===== src/rtl/atm_pkg.sv =====
// Shared definitions for the ATM card/PIN authentication front-end:
// FSM state encoding, datapath widths and a small attempt-counter helper.
package atm_pkg;

  localparam int TEMPO_W = 9;
  localparam int PIN_W   = 4;

  typedef logic [2:0] state_t;

  localparam state_t S_IDLE     = 3'd0;
  localparam state_t S_WAIT_PIN = 3'd1;
  localparam state_t S_CHECK    = 3'd2;
  localparam state_t S_AUTH     = 3'd3;
  localparam state_t S_EJ_TRIES = 3'd4;
  localparam state_t S_EJ_TIME  = 3'd5;

  // Remaining-attempt decrement that holds at zero instead of wrapping.
  function automatic logic [1:0] tries_dec(input logic [1:0] t);
    return (t == 2'd0) ? 2'd0 : t - 2'd1;
  endfunction

endpackage


===== src/rtl/atm_countdown.sv =====
// Session countdown: tick prescaler plus a 9-bit down-counter that saturates
// at zero. A load restarts the prescaler so every reload gets a full tick.
module atm_countdown
  import atm_pkg::*;
#(
  parameter int TICK_DIV = 1
) (
  input  logic               clk,
  input  logic               rst,
  input  logic               load,
  input  logic               run,
  input  logic [TEMPO_W-1:0] load_val,
  output logic [TEMPO_W-1:0] tempo,
  output logic               zero
);

  localparam int                PS_W    = (TICK_DIV > 1) ? $clog2(TICK_DIV) : 1;
  localparam logic [PS_W-1:0]   PS_LAST = PS_W'(TICK_DIV - 1);
  localparam logic [PS_W-1:0]   PS_ONE  = PS_W'(1);
  localparam logic [TEMPO_W-1:0] T_ONE  = TEMPO_W'(1);

  logic [PS_W-1:0]    prescale_r;
  logic [TEMPO_W-1:0] tempo_r;
  logic               tick_s;

  assign tick_s = run && (prescale_r == PS_LAST);
  assign tempo  = tempo_r;
  assign zero   = (tempo_r == {TEMPO_W{1'b0}});

  // Prescaler and saturating down-counter; load takes priority over run.
  always_ff @(posedge clk) begin
    if (rst) begin
      prescale_r <= {PS_W{1'b0}};
      tempo_r    <= {TEMPO_W{1'b0}};
    end else if (load) begin
      prescale_r <= {PS_W{1'b0}};
      tempo_r    <= load_val;
    end else if (run) begin
      prescale_r <= tick_s ? {PS_W{1'b0}} : prescale_r + PS_ONE;
      if (tick_s && !zero) begin
        tempo_r <= tempo_r - T_ONE;
      end
    end else begin
      prescale_r <= {PS_W{1'b0}};
    end
  end

endmodule


===== src/rtl/pin_auth_ctrl.sv =====
// Card/PIN authentication controller: session FSM, attempt counter and
// registered status outputs feeding the balance/withdraw stage.
module pin_auth_ctrl
  import atm_pkg::*;
#(
  parameter int MAX_TRIES = 3,
  parameter int TIMEOUT   = 300,
  parameter int TICK_DIV  = 1
) (
  input  logic               clk,
  input  logic               rst,
  input  logic               card_in,
  input  logic [PIN_W-1:0]   pin,
  input  logic               pin_valid,
  input  logic [PIN_W-1:0]   acct_pin,
  input  logic               activity,
  output logic               auth_ok,
  output logic               pin_match,
  output logic               eject_tries,
  output logic               eject_timeout,
  output logic [1:0]         tries_left,
  output logic [TEMPO_W-1:0] tempo
);

  localparam logic [1:0]         TRIES_INIT = 2'(MAX_TRIES);
  localparam logic [TEMPO_W-1:0] TEMPO_INIT = TEMPO_W'(TIMEOUT);

  state_t             state_r, next_state_s;
  logic [PIN_W-1:0]   pin_r;
  logic [1:0]         tries_r;
  logic               match_s;
  logic               cd_load_s, cd_run_s, cd_zero_s;
  logic [TEMPO_W-1:0] cd_val_s;
  logic               auth_ok_s, pin_match_s, eject_tries_s, eject_timeout_s;

  assign match_s    = (pin_r == acct_pin);
  assign tries_left = tries_r;

  atm_countdown #(.TICK_DIV(TICK_DIV)) u_countdown (
    .clk      (clk),
    .rst      (rst),
    .load     (cd_load_s),
    .run      (cd_run_s),
    .load_val (cd_val_s),
    .tempo    (tempo),
    .zero     (cd_zero_s)
  );

  // State register.
  always_ff @(posedge clk) begin
    if (rst) begin
      state_r <= S_IDLE;
    end else begin
      state_r <= next_state_s;
    end
  end

  // Next-state logic; card removal outranks every other transition.
  always_comb begin
    next_state_s = state_r;
    case (state_r)
      S_IDLE:     next_state_s = card_in ? S_WAIT_PIN : S_IDLE;
      S_WAIT_PIN: begin
        if (!card_in)        next_state_s = S_IDLE;
        else if (pin_valid)  next_state_s = S_CHECK;
        else if (cd_zero_s)  next_state_s = S_EJ_TIME;
        else                 next_state_s = S_WAIT_PIN;
      end
      S_CHECK: begin
        if (!card_in)              next_state_s = S_IDLE;
        else if (match_s)          next_state_s = S_AUTH;
        else if (tries_r > 2'd1)   next_state_s = S_WAIT_PIN;
        else                       next_state_s = S_EJ_TRIES;
      end
      S_AUTH: begin
        if (!card_in)        next_state_s = S_IDLE;
        else if (activity)   next_state_s = S_AUTH;
        else if (cd_zero_s)  next_state_s = S_EJ_TIME;
        else                 next_state_s = S_AUTH;
      end
      S_EJ_TRIES: next_state_s = card_in ? S_EJ_TRIES : S_IDLE;
      S_EJ_TIME:  next_state_s = card_in ? S_EJ_TIME  : S_IDLE;
      default:    next_state_s = S_IDLE;
    endcase
  end

  // Output and countdown control decode from current and next state.
  always_comb begin
    auth_ok_s       = (next_state_s == S_AUTH);
    eject_tries_s   = (next_state_s == S_EJ_TRIES);
    eject_timeout_s = (next_state_s == S_EJ_TIME);
    pin_match_s     = (state_r == S_WAIT_PIN) && (next_state_s == S_CHECK) && (pin == acct_pin);
    cd_run_s        = 1'b0;
    cd_load_s       = 1'b0;
    cd_val_s        = TEMPO_INIT;
    if (state_r != S_IDLE && next_state_s == S_IDLE) begin
      // Leaving a session clears the display.
      cd_load_s = 1'b1;
      cd_val_s  = {TEMPO_W{1'b0}};
    end else if (state_r == S_IDLE) begin
      cd_load_s = card_in;
    end else if (state_r == S_CHECK) begin
      cd_load_s = (next_state_s == S_AUTH) || (next_state_s == S_WAIT_PIN);
    end else if (state_r == S_AUTH) begin
      cd_load_s = activity;
      cd_run_s  = !activity;
    end else if (state_r == S_WAIT_PIN) begin
      cd_run_s  = 1'b1;
    end else begin
      cd_run_s  = 1'b0;
    end
  end

  // Registered outputs, captured PIN and attempt counter.
  always_ff @(posedge clk) begin
    if (rst) begin
      auth_ok       <= 1'b0;
      pin_match     <= 1'b0;
      eject_tries   <= 1'b0;
      eject_timeout <= 1'b0;
      pin_r         <= {PIN_W{1'b0}};
      tries_r       <= TRIES_INIT;
    end else begin
      auth_ok       <= auth_ok_s;
      pin_match     <= pin_match_s;
      eject_tries   <= eject_tries_s;
      eject_timeout <= eject_timeout_s;
      if (state_r == S_WAIT_PIN && pin_valid) begin
        pin_r <= pin;
      end
      if (state_r == S_IDLE || next_state_s == S_IDLE) begin
        tries_r <= TRIES_INIT;
      end else if (state_r == S_CHECK && !match_s) begin
        tries_r <= tries_dec(tries_r);
      end
    end
  end

endmodule


===== config.mk =====
export PLATFORM = sky130hd
export DESIGN_NAME = pin_auth_ctrl
export DESIGN_NICKNAME = d
export VERILOG_FILES = /design/src/rtl/atm_pkg.sv /design/src/rtl/atm_countdown.sv /design/src/rtl/pin_auth_ctrl.sv
export SDC_FILE = /design/constraint.sdc
export NUM_CORES = 1
export LEC_CHECK = 0
export BUFFER_PORTS_ARGS = -buffer_cell sky130_fd_sc_hd__buf_2
export CAP_MARGIN = 20
export CORE_ASPECT_RATIO = 1.75
export CORE_MARGIN = 4
export CORE_UTILIZATION = 50
export DETAILED_ROUTE_END_ITERATION = 10
export MAX_ROUTING_LAYER = met4
export PLACE_DENSITY = 0.73
export SYNTH_ARGS = -nofsm -noshare
export SYNTH_HDL_FRONTEND = slang
export SYNTH_SLANG_ARGS = --single-unit

===== constraint.sdc =====
create_clock -name clk -period 2.7 [get_ports clk]
set_input_delay 0.27 -clock clk [delete_from_list [all_inputs] [get_ports clk]]
set_output_delay 0.27 -clock clk [all_outputs]
set_load 0.005 [all_outputs]

After elaboration in Yosys (flattened, before gate mapping):

Cells that the tools add are included.

* bits in registers: 23
* input port bits: 13

* add/sub/neg operators: 3
* order comparisons: 1
* eq/ne operators: 12
* mux-type cells: 27
* bitwise operators: 2
* reductions and logical operators: 22

Operator list (number)
* two-way mux 9 bit: 4
* two-way mux 3 bit: 11
* one-hot mux 3 bit (6 select lines): 1
* equality test 3 x 2 -> 1 bit, second input constant: 4
* equality test 3 bit, second input constant: 4
* two-way mux 1 bit: 10
* zero test 9 bit: 1
* subtractor 9 x 1 -> 9 bit, second input constant: 1
* equality test 4 bit: 2
* logical AND 1 bit: 7
* equality test 3 x 1 -> 1 bit, second input constant: 2
* zero test 3 bit: 2
* nonzero test 2 bit: 2
* OR reduction 4 bit: 1
* zero test 1 bit: 3
* nonzero test 3 bit: 1
* > comparator 2 x 1 -> 1 bit, second input constant: 1
* zero test 2 bit: 1
* logical OR 1 bit: 2
* two-way mux 2 bit: 1
* NOT 1 bit: 2
* AND reduction 2 bit: 1
* OR reduction 2 bit: 1
* subtractor 2 x 1 -> 2 bit, second input constant: 1
* adder 1 bit, second input constant: 1

Logic depth before layout (Yosys ltp):

Gate-level depths: netlist (run 1).

* depth after elaboration: 13
* depth in mapped cells: 9
* mapped depth without buffers: 8

Modules after synthesis:

From an unflattened synthesis (run 1), not the netlist that was laid out.

* cell total of the unflattened synthesis: 156
* area, all modules: 1397.6 µm²

Modules (own cells, without submodules)
* pin_auth_ctrl: instances 1, cells each 86, area each 794.5 µm²
* atm_countdown: instances 1, cells each 70, area each 603.1 µm²

Worst setup path after synthesis (run 1):

OpenSTA, ideal clock, no wires.

* path type: flip-flop to flip-flop
* start: register u_countdown.tempo_r[0] (netlist: u_countdown.tempo[0])
* end: register u_countdown.tempo_r[7] (netlist: u_countdown.tempo[7])
* data arrival time: 2214 ps
* data required time: 2620 ps
* setup slack: 406 ps
* stages on the path, launching flop included: 9
* path buffers: 0
* path through: dfxtp_1 -> inv_1 -> ha_1 -> or4b_1 -> nand4bb_4 -> o311ai_4 -> nor3_4 -> or4_1 -> a211oi_2

* longest elaborated chain between the ends: 12
* elaborated cells between the ends (all ways): 27
* classes of those cells: 1 x add/sub; 2 x eq/ne; 14 x mux; 10 x reduce/logical

RTL lines
* start: declaration: RTL line atm_countdown.sv:23 `logic [TEMPO_W-1:0] tempo_r;`
* start signal: assignment: RTL line atm_countdown.sv:34 `tempo_r <= {TEMPO_W{1'b0}};`
* start signal: assignment: RTL line atm_countdown.sv:37 `tempo_r <= load_val;`
* start signal: assignment: RTL line atm_countdown.sv:41 `tempo_r <= tempo_r - T_ONE;`
* zero test 9 bit: RTL line atm_countdown.sv:28 `assign zero = (tempo_r == {TEMPO_W{1'b0}});`
* two-way mux 3 bit (on tied branches): RTL line pin_auth_ctrl.sv:78, pin_auth_ctrl.sv:66
* two-way mux 3 bit (on tied branches): RTL line pin_auth_ctrl.sv:77, pin_auth_ctrl.sv:65
* two-way mux 3 bit (on tied branches): RTL line pin_auth_ctrl.sv:76, pin_auth_ctrl.sv:64
* one-hot mux 3 bit (6 select lines): RTL line pin_auth_ctrl.sv:61 `case (state_r)`
* equality test 3 x 2 -> 1 bit, or another cell as far along: RTL line pin_auth_ctrl.sv:103 `cd_load_s = (next_state_s == S_AUTH) || (next_state_s == S_WAIT_PIN);`
* logical OR 1 bit / logical AND 1 bit (equally long branches): RTL line pin_auth_ctrl.sv:103, pin_auth_ctrl.sv:96
* two-way mux 1 bit (on tied branches): RTL line pin_auth_ctrl.sv:102, pin_auth_ctrl.sv:96
* two-way mux 1 bit / logical AND 1 bit (equally long branches): RTL line pin_auth_ctrl.sv:100, atm_countdown.sv:26
* two-way mux 1 bit / logical AND 1 bit (equally long branches): RTL line pin_auth_ctrl.sv:96, atm_countdown.sv:40
* nonzero test 2 bit (no line)
* AND reduction 2 bit (no line)

Parallel ways exist; a longest one is shown, timed or not. The select of a mux whose other input is x is not followed.
A chain may end at the register's enable or synchronous reset.

Worst setup path after layout (run 1):

* start: register state_r[1]
* end: register u_countdown.tempo_r[7] (netlist: u_countdown.tempo[7])

* longest elaborated chain between the ends: 10
* elaborated cells between the ends (all ways): 28
* classes of those cells: 7 x eq/ne; 11 x mux; 10 x reduce/logical

RTL lines
* start: declaration: RTL line pin_auth_ctrl.sv:28 `state_t state_r, next_state_s;`
* start signal: assignment: RTL line pin_auth_ctrl.sv:54 `state_r <= next_state_s;`
* branches (longest 10 deep; another with one-hot mux 3 bit (6 select lines))

Parallel ways; which one is timed is not known.

==> flow_summary.json, run 1 <==
{
  "status": "finished clean",
  "grt_max_degree": 17,
  "dp_slack_ns": 0.196,
  "fin_crit_sh": 0.944,
  "synth.most_common_cell": "dfxtp_1",
  "vias_per_cell": 6.20,
  "clk_pin_slew_ns": 0.08,
  "syn_nets": 167,
  "worst_slew_pin_slew_ns": 0.524,
  "first_pass_iters": 4,
  "cts-root-buf": "clkbuf_8",
  "fp.dieArea_um2": 3770,
  "rsz0062_at_grt": "false",
  "p_comb_frac": 0.196,
  "gr-total-overflow": 0,
  "yosysTopAreaCell": "dfxtp_1",
  "place_congestion": 0.935,
  "peakVddDrop_mv": 0.309,
  "slew_viol_final": 0,
  "pwr-share-clk": 0.301,
  "drc": 0,
  "fin_crit_ns": 2.55,
  "antenna_found_initial": 0,
  "maxCapViolCount": 0,
  "num_rows": 25,
  "cp_max_fo": 14,
  "grt_pass1_vias": 1316,
  "io_pins": 28,
  "seqPwrFrac": 0.503,
  "p_leak_uw": 0.000616,
  "postRouteAntennaNets": 0,
  "final_util": 0.578,
  "fin_tns_setup_ns": 0,
  "clock_path_buffers": 2,
  "ys_ff_latch": 23,
  "required_ns": 2.90,
  "setup.worst_path.end_class": "flip-flop",
  "die-width_um": 48.2,
  "synth_area_um2": 1410,
  "intPower_uw": 518,
  "whs_ns": 0.260,
  "hold_class": "in2reg",
  "routed_wl_um": 3510,
  "power.density_nw_per_um2": 471,
  "synth_cell_types": 63,
  "postSynth.asyncResetShare": 0,
  "post-dp-hpwl_um": 2720,
  "port-buffer-count": 27,
  "switching_share": 0.300,
  "drt_iter0_drc": 31,
  "clock_skew_ns": 0.00365,
  "syn_area_per_cell_um2": 9.29,
  "insertion_delay_ns": 0.27,
  "worstPathArrival_ns": 2.75,
  "p_sw_uw": 222,
  "yosys-top-cells-area": "dfxtp_1 33%, xor2_1 3.7%, mux2i_1 3.5%, nor2_1 2.9%, nand2_1 2.7%",
  "cts_resized": 0,
  "cts_hold_buf": 0,
  "synth_edf_count": 0,
  "grt.total_usage": 0.213,
  "n_fill_cell": 249,
  "finalHoldViolCount": 0,
  "synth.top_cell.area_share": 0.326,
  "synthFlopType": "dfxtp_1",
  "nets": 192,
  "cts_made_buffers": 3,
  "syn_inst": 152,
  "relSlewSlack": 0.651,
  "layout_setup_ws_ns": 0.152,
  "power_uw": 741,
  "routedWlPerCell_um": 17.3,
  "ys_seq_area_frac": 0.326,
  "post_cts_buffers": 0,
  "floorplan.initialDensity": 0.519,
  "cts_tree": "built",
  "areaGrowthSynthToFinish_pct": 11.5,
  "htree_levels": 1,
  "grt_pass1_wl_um": 5780,
  "vias": 1259,
  "finalSetupViolations": 0,
  "yosysWarnings": 0,
  "fmax_mhz": 392,
  "drive_gt1_frac": 0.261,
  "critPathKind": "reg2reg",
  "clock_sinks": 23,
  "antenna_cells": 0,
  "core_area_um2": 2720,
  "die_h_um": 78.3,
  "cp-start-kind": "flip-flop",
  "synthTopCellsByCount": "23 x dfxtp_1, 11 x nor2_1, 10 x nand2_1"
}
-- power by group through the flow --
stage	clock [uW]	combinational, uW	sequential (uW)
5_1_grt	243	159	375
6_report	223	145	372
2_1_floorplan	0	107	374
3_5_place_dp	0	145	379
4_1_cts	229	146	372
3_3_place_gp	0	140	378
-- stage by stage --
step / instances / instance area, um2
2_1_floorplan: 152 / 1410
3_3_place_gp: 199 / 1530
3_5_place_dp: 199 / 1530
4_1_cts: 203 / 1570
5_1_grt: 203 / 1570
6_report: 203 / 1570
-- worst paths after layout --
kind / startpoint / to / slack [ns] / cells after the start
hold reg to reg: tries_left[0] / tries_left[0] / 0.51 / 2
hold / removal: pin[2] / pin_r[2] / 0.26 / 3
setup reg to reg: state_r[1] / u_countdown.tempo[7] / 0.15 / 6
setup / recovery: state_r[1] / u_countdown.tempo[7] / 0.15 / 6
-- state kept, by name, summed over array words and instances (netlist names) --
| name | count |
|---|---|
| auth_ok | 1 |
| eject_timeout | 1 |
| eject_tries | 1 |
| pin_match | 1 |
| pin_r | 4 |
| state_r | 3 |
| tries_left | 2 |
| u_countdown.prescale_r | 1 |
| u_countdown.tempo | 9 |
-- placed cells by master, fill, tap and decap left out, types with 5 or more instances in the layout --
cell	Yosys	routed
buf_2	3	27
dfxtp_1	23	23
inv_1	5	5
mux2i_1	5	5
nand2_1	10	10
nor2_1	11	11
nor3_1	5	5
o21ai_0	5	5
or3_1	6	6
xor2_1	6	6
-- routing by layer --
| metal | up-vias | share of wire | track usage |
|---|---|---|---|
| met5 | - | 0 | - |
| met4 | 0 | 0.036 | 0.119 |
| met3 | 11 | 0.035 | 0.0298 |
| met2 | 34 | 0.55 | 0.349 |
| met1 | 598 | 0.38 | 0.228 |
| li1 | 616 | - | - |
-- area by class of cell --
type | count | area (um2) | share of cell area
Multi-Input combinational cell | 115 | 865 | 0.549
Sequential cell | 23 | 460 | 0.293
Timing Repair Buffer | 29 | 150 | 0.0954
Clock buffer | 3 | 41.3 | 0.0262
Tap cell | 27 | 33.8 | 0.0215
Inverter | 5 | 18.8 | 0.0119
Clock inverter | 1 | 5.00 | 0.00318
-- kinds of logic after synthesis --
| family | Yosys count | synth area share |
|---|---|---|
| simple gates | 60 | 0.278 |
| compound gates | 37 | 0.217 |
| flops | 23 | 0.326 |
| buf+inv | 14 | 0.0612 |
| xor+xnor | 10 | 0.0621 |
| mux | 5 | 0.0355 |
| fa+ha+maj | 2 | 0.0177 |
| other cells | 1 | 0.00266 |
-- critical path: stages, from the launching register on --
cell and delay (ns):
dfxtp_1 0.54, nand2b_1 0.14, or3b_1 0.43, o311ai_4 0.43, nor3_4 0.16, or4_1 0.55, a211oi_2 0.22
Power figures use the tool's default switching activity.
==> inputs of run 2 (changes only) <==
CORE_UTILIZATION = 54   (was 50)
HOLD_SLACK_MARGIN = 0.12   (was default)
PLACE_DENSITY = 0.78   (was 0.73)
SETUP_SLACK_MARGIN = 0.2   (was default)
==> run 2 against run 1 <==
Flip-flop and latch count did not move. Routed wire length rose by 8.3%. Utilization rose by 9.6 points. Fmax rose by 6.1%. Critical path type unchanged. Design area rose by 6.8%. Sequential power fell by 1%.
==> flow_summary.json, run 2 (synthesis gave the netlist of run 1 again) <==
{
  "first_pass_iters": 4,
  "finalSetupViolations": 0,
  "critPathKind": "reg2reg",
  "num_rows": 24,
  "postRouteAntennaNets": 0,
  "clock_path_buffers": 2,
  "final_cell_mix": "27 x buf_2, 19 x dfxtp_1, 11 x nor2_1",
  "insertion_delay_ns": 0.27,
  "fin_crit_ns": 2.40,
  "vias": 1352,
  "antenna_found_initial": 0,
  "use_met2": 0.420,
  "switching_share": 0.298,
  "dpl.cell_count": 199,
  "die-width_um": 46.6,
  "core_area_um2": 2490,
  "relSlewSlack": 0.640,
  "cp_max_fo": 9,
  "path_buf_inv": 1,
  "clock_sinks": 23,
  "fp.dieArea_um2": 3530,
  "slowest_delay_ns": 0.49,
  "p_sw_uw": 227,
  "crit_path_top_delay_cell": "o311ai_4",
  "floorplan.initialDensity": 0.566,
  "antenna_cells": 0,
  "r2r_slack_ns": 0.30,
  "cts-root-buf": "clkbuf_8",
  "io_pins": 28,
  "crit_chain": "nand2b_4, or3b_4, o311ai_4, buf_4, o31ai_4, or3_1, a211oi_2",
  "seqPwrFrac": 0.481,
  "grtUsageMet1": 0.255,
  "post-dp-hpwl_um": 2790,
  "p_comb_frac": 0.227,
  "pwr-share-clk": 0.292,
  "intPower_uw": 536,
  "grtUsageMet3": 0.0284,
  "cp-start-kind": "flip-flop",
  "drt_iter0_drc": 38,
  "nets": 198,
  "grt.total_usage": 0.241,
  "n_fill_cell": 214,
  "required_ns": 2.90,
  "worst_slew_pin_slew_ns": 0.536,
  "cts_made_buffers": 3,
  "port-buffer-count": 27,
  "cts_tree": "built",
  "vias_per_cell": 6.50,
  "grt_max_degree": 17,
  "htree_levels": 1,
  "stdcell_count": 208,
  "peakVddDrop_mv": 0.364,
  "areaGrowthSynthToFinish_pct": 19.1,
  "layout_commonest_cell": "buf_2",
  "fin_tns_setup_ns": 0,
  "routed_wl_um": 3800,
  "hold_class": "in2reg",
  "cp_top_family": "simple AND/OR/NAND/NOR gates",
  "clock_skew_ns": 0.00187,
  "maxCapViolCount": 0,
  "worstPathArrival_ns": 2.60,
  "whs_ns": 0.265,
  "gr-total-overflow": 0,
  "grt_pass1_vias": 1380,
  "p_leak_uw": 0.000658,
  "drc": 0,
  "finalHoldViolCount": 0,
  "rsz0062_at_grt": "true",
  "power.density_nw_per_um2": 454,
  "fmax_mhz": 416,
  "busiest_layer": "met2",
  "slew_viol_final": 0,
  "cts_hold_buf": 0,
  "status": "finished clean",
  "largest_reg_flops": 9,
  "fin_crit_sh": 0.890,
  "routedWlPerCell_um": 18.3,
  "setup.worst_path.end_class": "flip-flop",
  "grt_pass1_wl_um": 6020,
  "place_congestion": 0.948,
  "die_h_um": 75.6,
  "clk_pin_slew_ns": 0.08,
  "final_util": 0.675,
  "drive_gt1_frac": 0.346
}
[run 2: changes by cell type in the layout (fill, tap and decap cells not counted), sizes merged]
cell / before / now
buf: 29 / 34
clkbuf: 3 / 4
clkinv: 1 / 0
nor3: 6 / 7
[run 2: repair_timing]
| action | in CTS | in global routing |
|---|---|---|
| endpoints found under the setup margin | 1 | 11 |
| resized for setup | 1 | 17 |
| setup buffers | 1 | 3 |
| gates cloned | 0 | 1 |
| pin swaps | 1 | 5 |
[run 2: area by class of cell]
cell class                      count  area, um2  area share
Inverter                            5       18.8      0.0112
Multi-Input combinational cell    116        927       0.551
Timing Repair Buffer               34        188       0.112
Clock buffer                        4       45.0      0.0268
Tap cell                           26       32.5      0.0193
Sequential cell                    23        470       0.280
[run 2: worst min-delay path, stage by stage]
cell     delay [ns]
buf_2          0.10
mux2i_1        0.06
nor2_1         0.07
[run 2: final timing paths]
path,endpoint,startpoint,cells past startpoint
max reg2reg,u_countdown.tempo[6],state_r[0],7
min reg2reg,tries_left[0],tries_left[0],2
max,u_countdown.tempo[6],state_r[0],7
min,pin_r[1],pin[1],3
[run 2: power groups by stage]
stage	sequential (uW)	combinational, uW	clock, uW
after floorplan	374	107	0
after CTS	367	155	222
after detailed placement	375	152	0
after global routing	369	191	236
after global placement	374	148	0
final	367	173	223
[run 2: layer usage]
metal | part of all wire | wire [um]
met4 | 0.039 | 148
met5 | 0 | 0
met2 | 0.56 | 2140
met1 | 0.36 | 1380
met3 | 0.034 | 128
[run 2: through the flow]
stage / cell area (um2) / power [uW] / setup slack, ns
floorplan: 1410 / 481 / 0.406
global placement: 1530 / 522 / 0.250
detailed placement: 1530 / 526 / 0.172
CTS: 1590 / 744 / 0.190
global route: 1680 / 796 / 0.155
finish: 1680 / 763 / 0.298
